`src/rtl/vga_timing_gen.sv`:
```
// VGA raster timing generator: pixel/line counters, active-low syncs, visible-region
// qualifier and line/frame pulses, all registered together so they stay mutually aligned.
module vga_timing_gen #(
  parameter int H_VISIBLE = 640,
  parameter int H_FRONT   = 16,
  parameter int H_SYNC    = 96,
  parameter int H_BACK    = 48,
  parameter int V_VISIBLE = 480,
  parameter int V_FRONT   = 10,
  parameter int V_SYNC    = 2,
  parameter int V_BACK    = 33
) (
  input  logic       vga_clk,
  input  logic       reset_n,
  input  logic       clk_en,
  output logic       hs,
  output logic       vs,
  output logic       blank,
  output logic [9:0] DrawX,
  output logic [9:0] DrawY,
  output logic       frame_start,
  output logic       line_start
);

  localparam int H_TOTAL = H_VISIBLE + H_FRONT + H_SYNC + H_BACK;
  localparam int V_TOTAL = V_VISIBLE + V_FRONT + V_SYNC + V_BACK;

  localparam int HS_LO = H_VISIBLE + H_FRONT;
  localparam int HS_HI = H_VISIBLE + H_FRONT + H_SYNC;
  localparam int VS_LO = V_VISIBLE + V_FRONT;
  localparam int VS_HI = V_VISIBLE + V_FRONT + V_SYNC;

  localparam logic [9:0] H_MAX = 10'(H_TOTAL - 1);
  localparam logic [9:0] V_MAX = 10'(V_TOTAL - 1);

  // 10-bit counters cannot represent a larger raster.
  if ((H_TOTAL - 1) >= 1024 || (V_TOTAL - 1) >= 1024) begin : g_bad_raster
    $error("vga_timing_gen: raster totals exceed 10-bit counter range");
  end

  function automatic logic in_window(input logic [9:0] v, input int lo, input int hi);
    return (int'(v) >= lo) && (int'(v) < hi);
  endfunction

  function automatic logic is_visible(input logic [9:0] h, input logic [9:0] v);
    return (int'(h) < H_VISIBLE) && (int'(v) < V_VISIBLE);
  endfunction

  logic [9:0] hn;
  logic [9:0] vn;
  logic       h_wrap;

  // Stage p0: next raster position
  always_comb begin
    h_wrap = (DrawX == H_MAX);
    hn     = h_wrap ? 10'd0 : DrawX + 10'd1;
    vn     = DrawY;
    if (h_wrap) begin
      vn = (DrawY == V_MAX) ? 10'd0 : DrawY + 10'd1;
    end
  end

  // Stage p1: counters and decode registered on the same edge
  always_ff @(posedge vga_clk) begin
    if (!reset_n) begin
      DrawX       <= 10'd0;
      DrawY       <= 10'd0;
      hs          <= 1'b1;
      vs          <= 1'b1;
      blank       <= 1'b0;
      line_start  <= 1'b0;
      frame_start <= 1'b0;
    end else begin
      line_start  <= 1'b0;
      frame_start <= 1'b0;
      if (clk_en) begin
        DrawX       <= hn;
        DrawY       <= vn;
        hs          <= ~in_window(hn, HS_LO, HS_HI);
        vs          <= ~in_window(vn, VS_LO, VS_HI);
        blank       <= is_visible(hn, vn);
        line_start  <= (hn == 10'd0);
        frame_start <= (hn == 10'd0) && (vn == 10'd0);
      end
    end
  end

endmodule
```
`config.mk`:
```
export PLATFORM = sky130hd
export DESIGN_NAME = vga_timing_gen
export DESIGN_NICKNAME = d
export VERILOG_FILES = /design/src/rtl/vga_timing_gen.sv
export SDC_FILE = /design/constraint.sdc
export NUM_CORES = 1
export LEC_CHECK = 0
export ABC_AREA = 1
export CORE_ASPECT_RATIO = 0.9
export CORE_MARGIN = 2
export CORE_UTILIZATION = 28
export DETAILED_ROUTE_END_ITERATION = 8
export PLACE_DENSITY = 0.54
export SLEW_MARGIN = 20
export SYNTH_ARGS = -nofsm -noshare
export SYNTH_HDL_FRONTEND = slang
export SYNTH_SLANG_ARGS = --single-unit
```
`constraint.sdc`:
```
create_clock -name vga_clk -period 1.5 [get_ports vga_clk]
set_input_delay 0.3 -clock vga_clk [delete_from_list [all_inputs] [get_ports vga_clk]]
set_output_delay 0.3 -clock vga_clk [all_outputs]
set_load 0.005 [all_outputs]
```
# [Word level (Yosys, flattened, before mapping)]
# Cells that the tools add are included.
[word_totals] regBits=25 in_bits=3
[classes] addsub=2 n_lt_le_gt_ge=6 eq_ne=2 mux=3 bitwise_logic=2 n_reduce_logical=7
[ops] cell="$mux 10" count=3
[ops] cell="$add 10x1->10 const B" count=2
[ops] cell="$eq 10x10->1 const B" count=2
[ops] cell="$logic_not 10->1" count=2
[ops] cell="$lt 10x10->1 const B" count=2
[ops] cell="$lt 10x9->1 const B" count=2
[ops] cell="$ge 10x10->1 const B" count=1
[ops] cell="$ge 10x9->1 const B" count=1
[ops] cell="$logic_and 1x1->1" count=4
[ops] cell="$not 1->1" count=2
[ops] cell="$reduce_and 2->1" count=1

# [Longest topological paths before layout]
# Gate-level depths: netlist of run 1.
[depth] word_depth=6 mapped_depth=13 depth_no_buf=13

# [Least setup slack after synthesis of run 1]
# OpenSTA, ideal clock, no wires.
[synth_timing] path_kind="flip-flop to flip-flop" from="register DrawX[0]" to="register vs" setup_time_ns=0.115 arrival_ns=1.618 t_required_ns=1.385 path_slack_ns=-0.233 stages_incl_launch_ff=13 synth_period_minus_slack_ns=1.733 path_cell_list="dfxtp_1 -> ha_1 -> nand2_2 -> nor2_2 -> nand3_1 -> nor2_4 -> nand3_1 -> nand2_1 -> nand3_1 -> nor2_1 -> nand2_1 -> nand2_1 -> nand2_1"
[synth_between] elab_chain_len=5 elab_cells_between_ends=6 classes_between="order compare: 2; eq/ne: 1; mux: 1; bitwise: 1; reduce/logical: 1"
[synth_rtl] element="start: declaration" line="19" text="output logic [9:0] DrawX,"
[synth_rtl] element="start signal: assignment" line="77" text="DrawX <= hn;"
[synth_rtl] element="$eq 10x10->1 *" line="55" text="h_wrap = (DrawX == H_MAX);"
[synth_rtl] element="$mux 10 *" line="58" text="if (h_wrap) begin"
[synth_rtl] element="$ge 10x9->1 / $lt 10x9->1 (equally long branches)" line="42" text="return (int'(v) >= lo) && (int'(v) < hi);"
[synth_rtl] element="$logic_and 1x1->1 *" line="42"
[synth_rtl] element="$not 1->1 *" line="80" text="vs <= ~in_window(vn, VS_LO, VS_HI);"
[synth_rtl] element="end signal: assignment" line="80"
[synth_rtl] element="end: declaration" line="17" text="output logic vs,"
# Mark *: on every way between the ends. The rest lies on a longest branch, timed or not.
# A chain may end at the register's enable or synchronous reset.

# [Worst setup path after layout of run 1]
[layout_timing] from="register DrawX[1]" to="register frame_start"
[layout_between] elab_chain_len=4 elab_cells_between_ends=7 classes_between="add/sub: 1; eq/ne: 1; mux: 2; reduce/logical: 3"
[layout_rtl] element="$add 10x1->10 / $eq 10x10->1 (equally long branches)" line="56, 55"
[layout_rtl] element="$mux 10, on equally long branches" line="56, 58"
[layout_rtl] element="$logic_not 10->1" line="83" text="frame_start <= (hn == 10'd0) && (vn == 10'd0);"
[layout_rtl] element="$logic_and 1x1->1 *" line="83"
[layout_rtl] element="end signal: assignment" line="83"
[layout_rtl] element="end: declaration" line="21" text="output logic frame_start,"
# Marked as above.

==> impl_metrics.env, run 1 <==
export IMPL_status="complete, but fails checks"
export IMPL_fmax_mhz=572
export IMPL_synth_area_leaders="dfxtp_1, nand2_1, inv_1, nand3_1, nor2_1"
export IMPL_ff2ff_setup_slack_ns=-0.25
export IMPL_htree_levels=1
export IMPL_p_clk_frac=0.253
export IMPL_report_final_slew_viol_count=0
export IMPL_die_x_um=85.5
export IMPL_finalHoldViolCount=0
export IMPL_initial_core_util=0.292
export IMPL_numPortBuffers=27
export IMPL_fin_cells=440
export IMPL_clk_pin_slew_ns=0.11
export IMPL_setup_violations=16
export IMPL_hold_depth=2
export IMPL_grt_pass1_vias=1993
export IMPL_utilization=0.527
export IMPL_cap_violations=0
export IMPL_clk_path_buf_depth=2
export IMPL_ios=28
export IMPL_startpoint_type="flip-flop"
export IMPL_syn_cell_area_mm2=0.00167
export IMPL_end_kind="flip-flop"
export IMPL_drive_gt1_frac=0.454
export IMPL_dp_cells=426
export IMPL_finalWorstSetupSlack_ns=-0.247
export IMPL_path_cells="ha_4 > nand2_4 > buf_6 > nor2_4 > inv_4 > nor2_8 > nor2_1 > nor3_2 > nand4_1 > nor2_1"
export IMPL_fin_crit_sh=1.16
export IMPL_die_h_um=77.4
export IMPL_seq_area_frac_synth=0.299
export IMPL_reg2reg_from="DrawX[1]$_SDFFE_PN0P_"
export IMPL_grt_overflow_total=0
export IMPL_cpMostUsedCell="nor2_1"
export IMPL_grt_start_max_net_pins=16
export IMPL_root_buffer="clkbuf_8"
export IMPL_min_to="hs$_SDFFE_PN1P_"
export IMPL_ys_ff_latch=25
export IMPL_clock_sinks=25
export IMPL_arrival_ns=1.96
export IMPL_grt_antenna_before_repair=0
export IMPL_wl_mm=5.84
export IMPL_insertion_delay_ns=0.28
export IMPL_synth_cell_type_count=31
export IMPL_worstSetupPathType="flip-flop to flip-flop"
export IMPL_die_area_mm2=0.00661
export IMPL_slowest_delay_ns=0.37
export IMPL_fill_cells=563
export IMPL_synth_edff_count=0
export IMPL_drt_iter0_drc=122
export IMPL_hold_path_class="flip-flop to flip-flop"
export IMPL_p_comb_frac=0.318
export IMPL_async_reset_ff_frac=0
export IMPL_layout_min_cycle_time_ns=1.75
export IMPL_netlist_area_leader_share=0.299
export IMPL_cts_hold_buf=0
export IMPL_slew_headroom=0.662
export IMPL_cellLeakagePower_nw=1.45
export IMPL_syn_avg_cell_area_um2=6.44
export IMPL_power_frac_seq=0.429
export IMPL_powerDensity_mw_per_mm2=575
export IMPL_most_common_layout_cells="buf_4, nand2_1, inv_1"
export IMPL_fin_skew_ns=0.0116
export IMPL_grt_pass1_wl_mm=9.65
export IMPL_synthToLayoutAreaGrowth_pct=80.2
export IMPL_tightestPinTransition_ns=0.507
export IMPL_final_common_cell="buf_4"
export IMPL_track_usage=0.183
export IMPL_place_congestion=0.850
export IMPL_crit_fanout=5
export IMPL_synth_nets=266
export IMPL_cts_tree="yes"
export IMPL_ant_nets=0
export IMPL_reg2reg_to="frame_start$_SDFF_PN0_"
export IMPL_violations="negative setup slack"
export IMPL_hpwl_mm=4.20
export IMPL_register_area_um2=549
export IMPL_hold_path_startpoint="hs$_SDFFE_PN1P_"
export IMPL_synth_warning_count=0
export IMPL_vias=2081
export IMPL_reg2reg_depth=10
export IMPL_route_detailed_drc=0
export IMPL_diodes=0
export IMPL_cpMaxStageDelayCell="dfxtp_4"
export IMPL_crit_start="DrawX[1]$_SDFFE_PN0P_"
export IMPL_peakVddDrop_uv=349
export IMPL_rsz0062_at_grt="yes"
export IMPL_switchingPower_mw=0.558
export IMPL_vias_per_cell=4.73
export IMPL_synth_main_ff_cell="dfxtp_1"
export IMPL_cts_buffers=3
export IMPL_yosysTopAreaCell="dfxtp_1"
export IMPL_dr_pass1_iters=5
export IMPL_synth_cells=260
export IMPL_cp_required_ns=1.71
export IMPL_rows=26
export IMPL_routedWlPerCell_um=13.3
export IMPL_swShare=0.322
export IMPL_p_int_mw=1.18
export IMPL_core_area_mm2=0.00573
export IMPL_nets=377
export IMPL_multi_input_area_mm2=0.00123
## worst max path at each step
stage                                   to  cells after the start
floorplan                  vs$_SDFFE_PN1P_                     12
detailed placement  frame_start$_SDFF_PN0_                     10
CTS                 frame_start$_SDFF_PN0_                      9
global placement    frame_start$_SDFF_PN0_                     10
finish              frame_start$_SDFF_PN0_                     10
global route        frame_start$_SDFF_PN0_                     12
## logic make-up after synthesis
group | after synthesis | share of synthesized area
buffers and inverters | 43 | 0.102
adder cells (fa/ha/maj) | 3 | 0.0224
flip-flops | 25 | 0.299
AO/OA/AOI/OAI | 48 | 0.159
XOR/XNOR | 3 | 0.0157
AND/OR/NAND/NOR | 138 | 0.402
## critical path, delay by kind of cell, from the launching register on
family / cells / cell delay [ns]
DFF: 1 / 0.37
and+or+nand+nor: 7 / 0.95
buffers and inverters: 2 / 0.21
adders and majority gates: 1 / 0.14
## power groups by stage
stage	clock network [mW]	logic [mW]	registers, mW
final	0.440	0.551	0.744
after global routing	0.473	0.603	0.751
after CTS	0.447	0.518	0.743
after detailed placement	0	0.478	0.756
after global placement	0	0.480	0.756
after floorplan	0	0.174	0.770
## metrics by stage
step	total power [mW]	setup TNS, ns	setup WS, ns	hold slack [ns]	instance area [um^2]
after floorplan	0.944	-0.150	-0.0640	0.438	1720
after global placement	1.24	-2.43	-0.363	0.458	2630
after CTS	1.71	-1.99	-0.216	0.481	2890
after global routing	1.83	-4.07	-0.347	0.491	3020
final	1.74	-2.18	-0.247	0.475	3020
after detailed placement	1.23	-2.42	-0.332	0.455	2630
## cell type report
| type | instances | area share |
|---|---|---|
| clock buffers | 3 | 0.0137 |
| clock inverters | 1 | 0.00166 |
| inverters | 36 | 0.0473 |
| multi-input cells | 193 | 0.409 |
| flip-flops and latches | 25 | 0.182 |
| well taps | 70 | 0.0290 |
| repair buffers | 112 | 0.318 |
## metal layers
| metal | GRT usage | up-vias | wire length (um) |
|---|---|---|---|
| li1 | - | 1091 | - |
| met1 | 0.260 | 941 | 3030 |
| met5 | 0 | - | 0 |
| met4 | 0.0429 | 0 | 51 |
| met2 | 0.296 | 44 | 2600 |
| met3 | 0.0202 | 5 | 151 |
## synth_stat cells (2+ instances only)
| cell type | number |
|---|---|
| nand2_1 | 60 |
| inv_1 | 34 |
| nor2_1 | 27 |
| dfxtp_1 | 25 |
| nand3_1 | 21 |
| a21oi_1 | 19 |
| o21ai_0 | 18 |
| nand4_1 | 11 |
| clkbuf_1 | 5 |
| nand3_2 | 5 |
| o211ai_1 | 4 |
| ha_1 | 3 |
| nor2_2 | 3 |
| xor2_1 | 3 |
| nand2_2 | 2 |
| nand3b_1 | 2 |
| nand4_2 | 2 |
| nor3_1 | 2 |
| o21bai_1 | 2 |
## what timing repair did
action                     CTS  global route
setup endpoints to repair   37            25
gates cloned                 1             0
buffers inserted            10             1
pin swaps                   26            19
resized for setup           71            33
## flip-flops by register name, summed over array words and instances, names as in the netlist
register and flops:
blank 1, frame_start 1, vs 1, hs 1, DrawY 10, line_start 1, DrawX 10
Power figures use the tool's default switching activity.
==> inputs of run 2 (changes only) <==
Settings changed: ABC_AREA 1 to not set.
==> run 2 against run 1 <==
Against the previous run:
- core utilization increased by 0.58 points
- the flow still finishes with violations (negative setup slack)
- highest routed layer unchanged
- clock-buffer cell count grew 1
- global-route usage is 0.60 points lower
- cell area up 7.4%
- register-to-register slack got worse by 0.07 ns
==> impl_metrics.env, run 2 <==
export IMPL_status="complete, but fails checks"
export IMPL_violations="negative setup slack"
export IMPL_wl_met1_mm=3.14
export IMPL_peakVddDrop_uv=281
export IMPL_reg2reg_to="DrawY[8]$_SDFFE_PN0P_"
export IMPL_grt_start_max_net_pins=18
export IMPL_min_to="vs$_SDFFE_PN1P_"
export IMPL_cpMaxStageDelayCell="or4_4"
export IMPL_hold_path_startpoint="vs$_SDFFE_PN1P_"
export IMPL_utilization=0.533
export IMPL_fmax_mhz=549
export IMPL_highest_layer="met4"
export IMPL_place_congestion=0.877
export IMPL_die_h_um=79.1
export IMPL_fill_cells=550
export IMPL_cts_buffers=3
export IMPL_reg2reg_from="DrawX[6]$_SDFFE_PN0P_"
export IMPL_powerDensity_mw_per_mm2=404
export IMPL_synth_top_cells_by_count="nor2_1, dfxtp_1, nand2_1, a21oi_1, nand3_1"
export IMPL_hold_path_class="flip-flop to flip-flop"
export IMPL_drive_gt1_frac=0.518
export IMPL_worst_hold_slack_ns=0.517
export IMPL_routedWlPerCell_um=15.9
export IMPL_async_reset_ff_frac=0
export IMPL_most_common_layout_cells="buf_4, buf_6, nor2_1"
export IMPL_cts_tree="yes"
export IMPL_grt_pass1_wl_mm=9.65
export IMPL_track_usage=0.177
export IMPL_finalHoldViolCount=0
export IMPL_ff2ff_setup_slack_ns=-0.32
export IMPL_startpoint_type="flip-flop"
export IMPL_wl_mm=6.38
export IMPL_root_buffer="clkbuf_8"
export IMPL_drt_iter0_drc=100
export IMPL_initial_core_util=0.289
export IMPL_clk_path_buf_depth=2
export IMPL_ys_ff_latch=25
export IMPL_cap_violations=0
export IMPL_synth_cell_type_count=51
export IMPL_grt_antenna_before_repair=0
export IMPL_dr_pass1_iters=4
export IMPL_hpwl_mm=4.14
export IMPL_synth_edff_count=0
export IMPL_diodes=0
export IMPL_fin_cells=402
export IMPL_reg_top3="DrawX (10), DrawY (10)"
export IMPL_dp_slack_ns=-0.374
export IMPL_grt_pass1_vias=1902
export IMPL_yosysMostFrequentCell="nor2_1"
export IMPL_numPortBuffers=27
export IMPL_synth_main_ff_cell="dfxtp_1"
export IMPL_slowest_delay_ns=0.43
export IMPL_crit_fanout=7
export IMPL_report_final_slew_viol_count=0
export IMPL_die_x_um=87.5
export IMPL_power_mw=1.31
export IMPL_yosysTopAreaCell="dfxtp_1"
export IMPL_fin_skew_ns=0.00754
export IMPL_fin_crit_sh=1.21
export IMPL_core_area_mm2=0.00608
export IMPL_htree_levels=1
export IMPL_grt_overflow_total=0
export IMPL_synth_warning_count=0
export IMPL_path_buf_inv=2
export IMPL_synth_area_leaders="dfxtp_1, nor2_1, nand2_1, xnor2_1, a21oi_1"
export IMPL_netlist_area_leader_share=0.285
export IMPL_layout_min_cycle_time_ns=1.82
export IMPL_route_detailed_drc=0
export IMPL_ant_nets=0
export IMPL_finalWorstSetupSlack_ns=-0.320
export IMPL_cpMostUsedCell="buf_6"
export IMPL_stdcell_area_mm2=0.00324
export IMPL_worstSetupPathType="flip-flop to flip-flop"
export IMPL_final_common_cell="buf_4"
export IMPL_synth_nets=239
export IMPL_vias_per_cell=5.20
export IMPL_syn_avg_cell_area_um2=7.54
export IMPL_hold_depth=2
export IMPL_insertion_delay_ns=0.28
export IMPL_placed_area_mm2=0.00251
export IMPL_ios=28
export IMPL_dp_cells=366
export IMPL_path_cells="nor4b_4 > buf_6 > and3_4 > buf_6 > nand2_8 > or4_4 > a21oi_2"
export IMPL_clk_pin_slew_ns=0.10
export IMPL_rsz0062_at_grt="yes"
export IMPL_dr_wl_met3_um=257
export IMPL_nets=337
export IMPL_syn_cell_area_mm2=0.00176
export IMPL_synth_cells=233
export IMPL_tightestPinTransition_ns=0.320
export IMPL_arrival_ns=2.04
export IMPL_seq_area_frac_synth=0.285
export IMPL_rows=27
export IMPL_reg2reg_depth=7
export IMPL_cp_required_ns=1.72
export IMPL_end_kind="flip-flop"
export IMPL_clock_sinks=25
export IMPL_synthToLayoutAreaGrowth_pct=84.4
export IMPL_wl_met2_mm=2.85
export IMPL_setup_violations=23
export IMPL_crit_family="simple AND/OR/NAND/NOR gates"
export IMPL_slew_headroom=0.785
export IMPL_setup_tns_ns=-4.81
export IMPL_vias=2089
export IMPL_cellLeakagePower_nw=1.30
export IMPL_die_area_mm2=0.00692
run 2: changes by cell type in the layout (fill, tap and decap cells not counted), moves of 6 or more:
cell / delta
nand2_1: -35
inv_1: -24
buf_4: -16
buf_6: +15
a21oi_1: -8
nand3_1: -8
o21ai_0: -8
xnor2_1: +7
nand2_2: -6
nand4_1: -6
nor2_2: -6
run 2: layout make-up:
class	count	area, um^2	area share
clock buffer	4	45.0	0.0139
sequential	25	546	0.168
inverter	7	28.8	0.00888
tap	72	90.1	0.0278
multi-input combinational	180	1480	0.458
timing repair buffer	114	1050	0.323
run 2: how the worst max path moves through the flow:
stage,from,to,depth (start not counted)
global route,DrawY[1]$_SDFFE_PN0P_,vs$_SDFFE_PN1P_,8
finish,DrawX[6]$_SDFFE_PN0P_,DrawY[8]$_SDFFE_PN0P_,7
floorplan,DrawX[0]$_SDFFE_PN0P_,vs$_SDFFE_PN1P_,9
detailed placement,DrawX[7]$_SDFFE_PN0P_,frame_start$_SDFF_PN0_,6
global placement,DrawX[1]$_SDFFE_PN0P_,blank$_SDFFE_PN0P_,7
CTS,DrawX[6]$_SDFFE_PN0P_,DrawY[8]$_SDFFE_PN0P_,7
run 2: routing by layer:
layer | vias to the layer above | global-route usage
li1 | 1030 | -
met1 | 999 | 0.268
met2 | 48 | 0.261
met3 | 12 | 0.0208
met4 | 0 | 0.0477
met5 | - | 0
run 2: worst min-delay path: stages, from the launching register on:
cell,delay [ns]
dfxtp_1,0.33
nor2_1,0.10
a21oi_1,0.04
run 2: cells by family (layout without fill, tap and decap cells):
logic type	Yosys count	after routing	share of synthesized area
and+or+nand+nor	106	107	0.321
AOI/OAI and AO/OA	51	51	0.192
buffers and inverters	29	125	0.0840
DFF	25	25	0.285
xor gates and xnor gates	16	16	0.0798
adders and majority gates	3	3	0.0214
muxes	3	3	0.0171
run 2: what timing repair did:
action | 4_1_cts | 5_1_grt
setup buffers | 20 | 11
gates cloned | 1 | 0
pin swaps | 12 | 26
gates resized for setup | 80 | 49
hold buffers | 0 | 0
endpoints found under the setup margin | 41 | 26
run 2: where the power goes:
| part | internal [mW] | switching, mW |
|---|---|---|
| Sequential | 0.665 | 0.0108 |
| Clock | 0.191 | 0.246 |
| Combinational | 0.0973 | 0.0977 |
==> inputs of run 3 (changes only) <==
Settings changed: CORE_UTILIZATION 28 to 45, PLACE_DENSITY 0.54 to 0.77.
==> run 3 against run 2 <==
Against the previous run:
- the run still ends with negative setup slack left
- combinational power up 24%
- core utilization increased by 38 points
- clock skew shrank 0.0021 ns
- flip-flop and latch count stayed put
- critical path type unchanged
- highest routed layer unchanged
==> impl_metrics.env, run 3 (same netlist as run 2, synthesis figures left out) <==
export IMPL_status="complete, but fails checks"
export IMPL_violations="negative setup slack"
export IMPL_die_x_um=69.9
export IMPL_rsz0062_at_grt="yes"
export IMPL_dp_cells=351
export IMPL_cts_buffers=3
export IMPL_drt_iter0_drc=537
export IMPL_crit_fanout=5
export IMPL_finalWorstSetupSlack_ns=-0.570
export IMPL_cts_tree="yes"
export IMPL_fmax_mhz=483
export IMPL_track_usage=0.349
export IMPL_fin_skew_ns=0.00542
export IMPL_grt_pass1_wl_mm=12.0
export IMPL_path_cells="nor4b_4 > buf_4 > nand3_4 > or3_1 > o21ai_1 > nand4_1 > and3b_1"
export IMPL_final_common_cell="buf_4"
export IMPL_die_h_um=63.3
export IMPL_grt_overflow_total=0
export IMPL_grt_start_max_net_pins=21
export IMPL_core_area_mm2=0.00373
export IMPL_htree_levels=1
export IMPL_reg_top3="DrawX (10), DrawY (10)"
export IMPL_finalHoldViolCount=0
export IMPL_most_common_layout_cells="buf_4, buf_6, nor2_1"
export IMPL_numPortBuffers=27
export IMPL_insertion_delay_ns=0.28
export IMPL_vias_per_cell=7.16
export IMPL_place_congestion=1.02
export IMPL_end_kind="flip-flop"
export IMPL_clock_sinks=25
export IMPL_synthToLayoutAreaGrowth_pct=93.7
export IMPL_ant_nets=0
export IMPL_setup_violations=21
export IMPL_path_buf_inv=1
export IMPL_fin_crit_sh=1.38
export IMPL_report_final_slew_viol_count=0
export IMPL_clk_pin_slew_ns=0.10
export IMPL_dr_pass1_iters=7
export IMPL_cellLeakagePower_nw=1.49
export IMPL_wl_mm=10.5
export IMPL_fill_cells=134
export IMPL_drive_gt1_frac=0.565
export IMPL_diodes=0
export IMPL_slew_headroom=0.763
export IMPL_grt_antenna_before_repair=0
export IMPL_arrival_ns=2.29
export IMPL_route_detailed_drc=0
export IMPL_clk_path_buf_depth=2
export IMPL_ios=28
export IMPL_hpwl_mm=4.14
export IMPL_power_mw=1.35
export IMPL_die_area_mm2=0.00442
export IMPL_cp_required_ns=1.72
export IMPL_placed_area_mm2=0.00255
export IMPL_utilization=0.912
export IMPL_worstSetupPathType="flip-flop to flip-flop"
export IMPL_stdcell_area_mm2=0.00340
export IMPL_peakVddDrop_uv=687
export IMPL_powerDensity_mw_per_mm2=396
export IMPL_initial_core_util=0.471
export IMPL_grt_pass1_vias=2280
export IMPL_slowest_delay_ns=0.43
export IMPL_layout_min_cycle_time_ns=2.07
export IMPL_vias=2765
export IMPL_crit_family="simple AND/OR/NAND/NOR gates"
export IMPL_startpoint_type="flip-flop"
export IMPL_hold_path_class="flip-flop to flip-flop"
export IMPL_fin_cells=386
export IMPL_routedWlPerCell_um=27.2
export IMPL_rows=21
export IMPL_nets=347
export IMPL_tightestPinTransition_ns=0.352
export IMPL_root_buffer="clkbuf_8"
export IMPL_cap_violations=0
export IMPL_cpMaxStageDelayCell="or3_1"
## run 3: changes by cell type in the layout (fill, tap and decap cells not counted), sizes merged
| cell | previous run | this run |
|---|---|---|
| buf | 87 | 97 |
| dlymetal6s2s | 1 | 4 |
| clkdlybuf4s50 | 10 | 8 |
| clkbuf | 4 | 5 |
| clkdlybuf4s15 | 1 | 0 |
| dlygate4sd2 | 15 | 14 |
## run 3: worst paths after layout
path / startpoint / slack [ns] / cells after the start / endpoint
max reg2reg: DrawX[7]$_SDFFE_PN0P_ / -0.57 / 7 / frame_start$_SDFF_PN0_
min: hs$_SDFFE_PN1P_ / 0.63 / 1 / hs$_SDFFE_PN1P_
max: DrawX[7]$_SDFFE_PN0P_ / -0.57 / 7 / frame_start$_SDFF_PN0_
min reg2reg: hs$_SDFFE_PN1P_ / 0.63 / 1 / hs$_SDFFE_PN1P_
## run 3: metal layers
layer	vias to the layer above	share of wire	global-route usage
met5	-	0	0
met4	0	0.086	0.171
met2	312	0.44	0.573
met3	109	0.12	0.0640
li1	1050	-	-
met1	1294	0.36	0.439
## run 3: layout make-up
class                           count  area (um^2)  share of cell area
Clock buffer                        4         45.0              0.0132
Inverter                            7         28.8             0.00846
Multi-Input combinational cell    180         1610               0.474
Sequential cell                    25          552               0.162
Tap cell                           46         57.6              0.0169
Timing Repair Buffer              124         1110               0.325
## run 3: through the flow
stage	hold slack (ns)	setup slack, ns	setup TNS [ns]
2_1_floorplan	0.481	-0.260	-1.70
3_3_place_gp	0.466	-0.327	-3.63
3_5_place_dp	0.483	-0.404	-4.83
4_1_cts	0.509	-0.289	-3.10
5_1_grt	0.618	-0.602	-6.37
6_report	0.628	-0.570	-5.90
## run 3: report_power, final
part	switching, mW	leakage (nW)	internal (mW)
combinational	0.130	1.25	0.112
clock	0.239	0.0228	0.191
sequential	0.0146	0.215	0.663
total	0.384	1.49	0.965
## run 3: repair_timing
action                                  CTS  global route
buffers inserted                         21            18
pin swaps                                22            30
cloned                                    0             1
hold endpoints to repair                  0             0
hold buffers                              0             0
endpoints found under the setup margin   39            28
gates resized for setup                  92            74
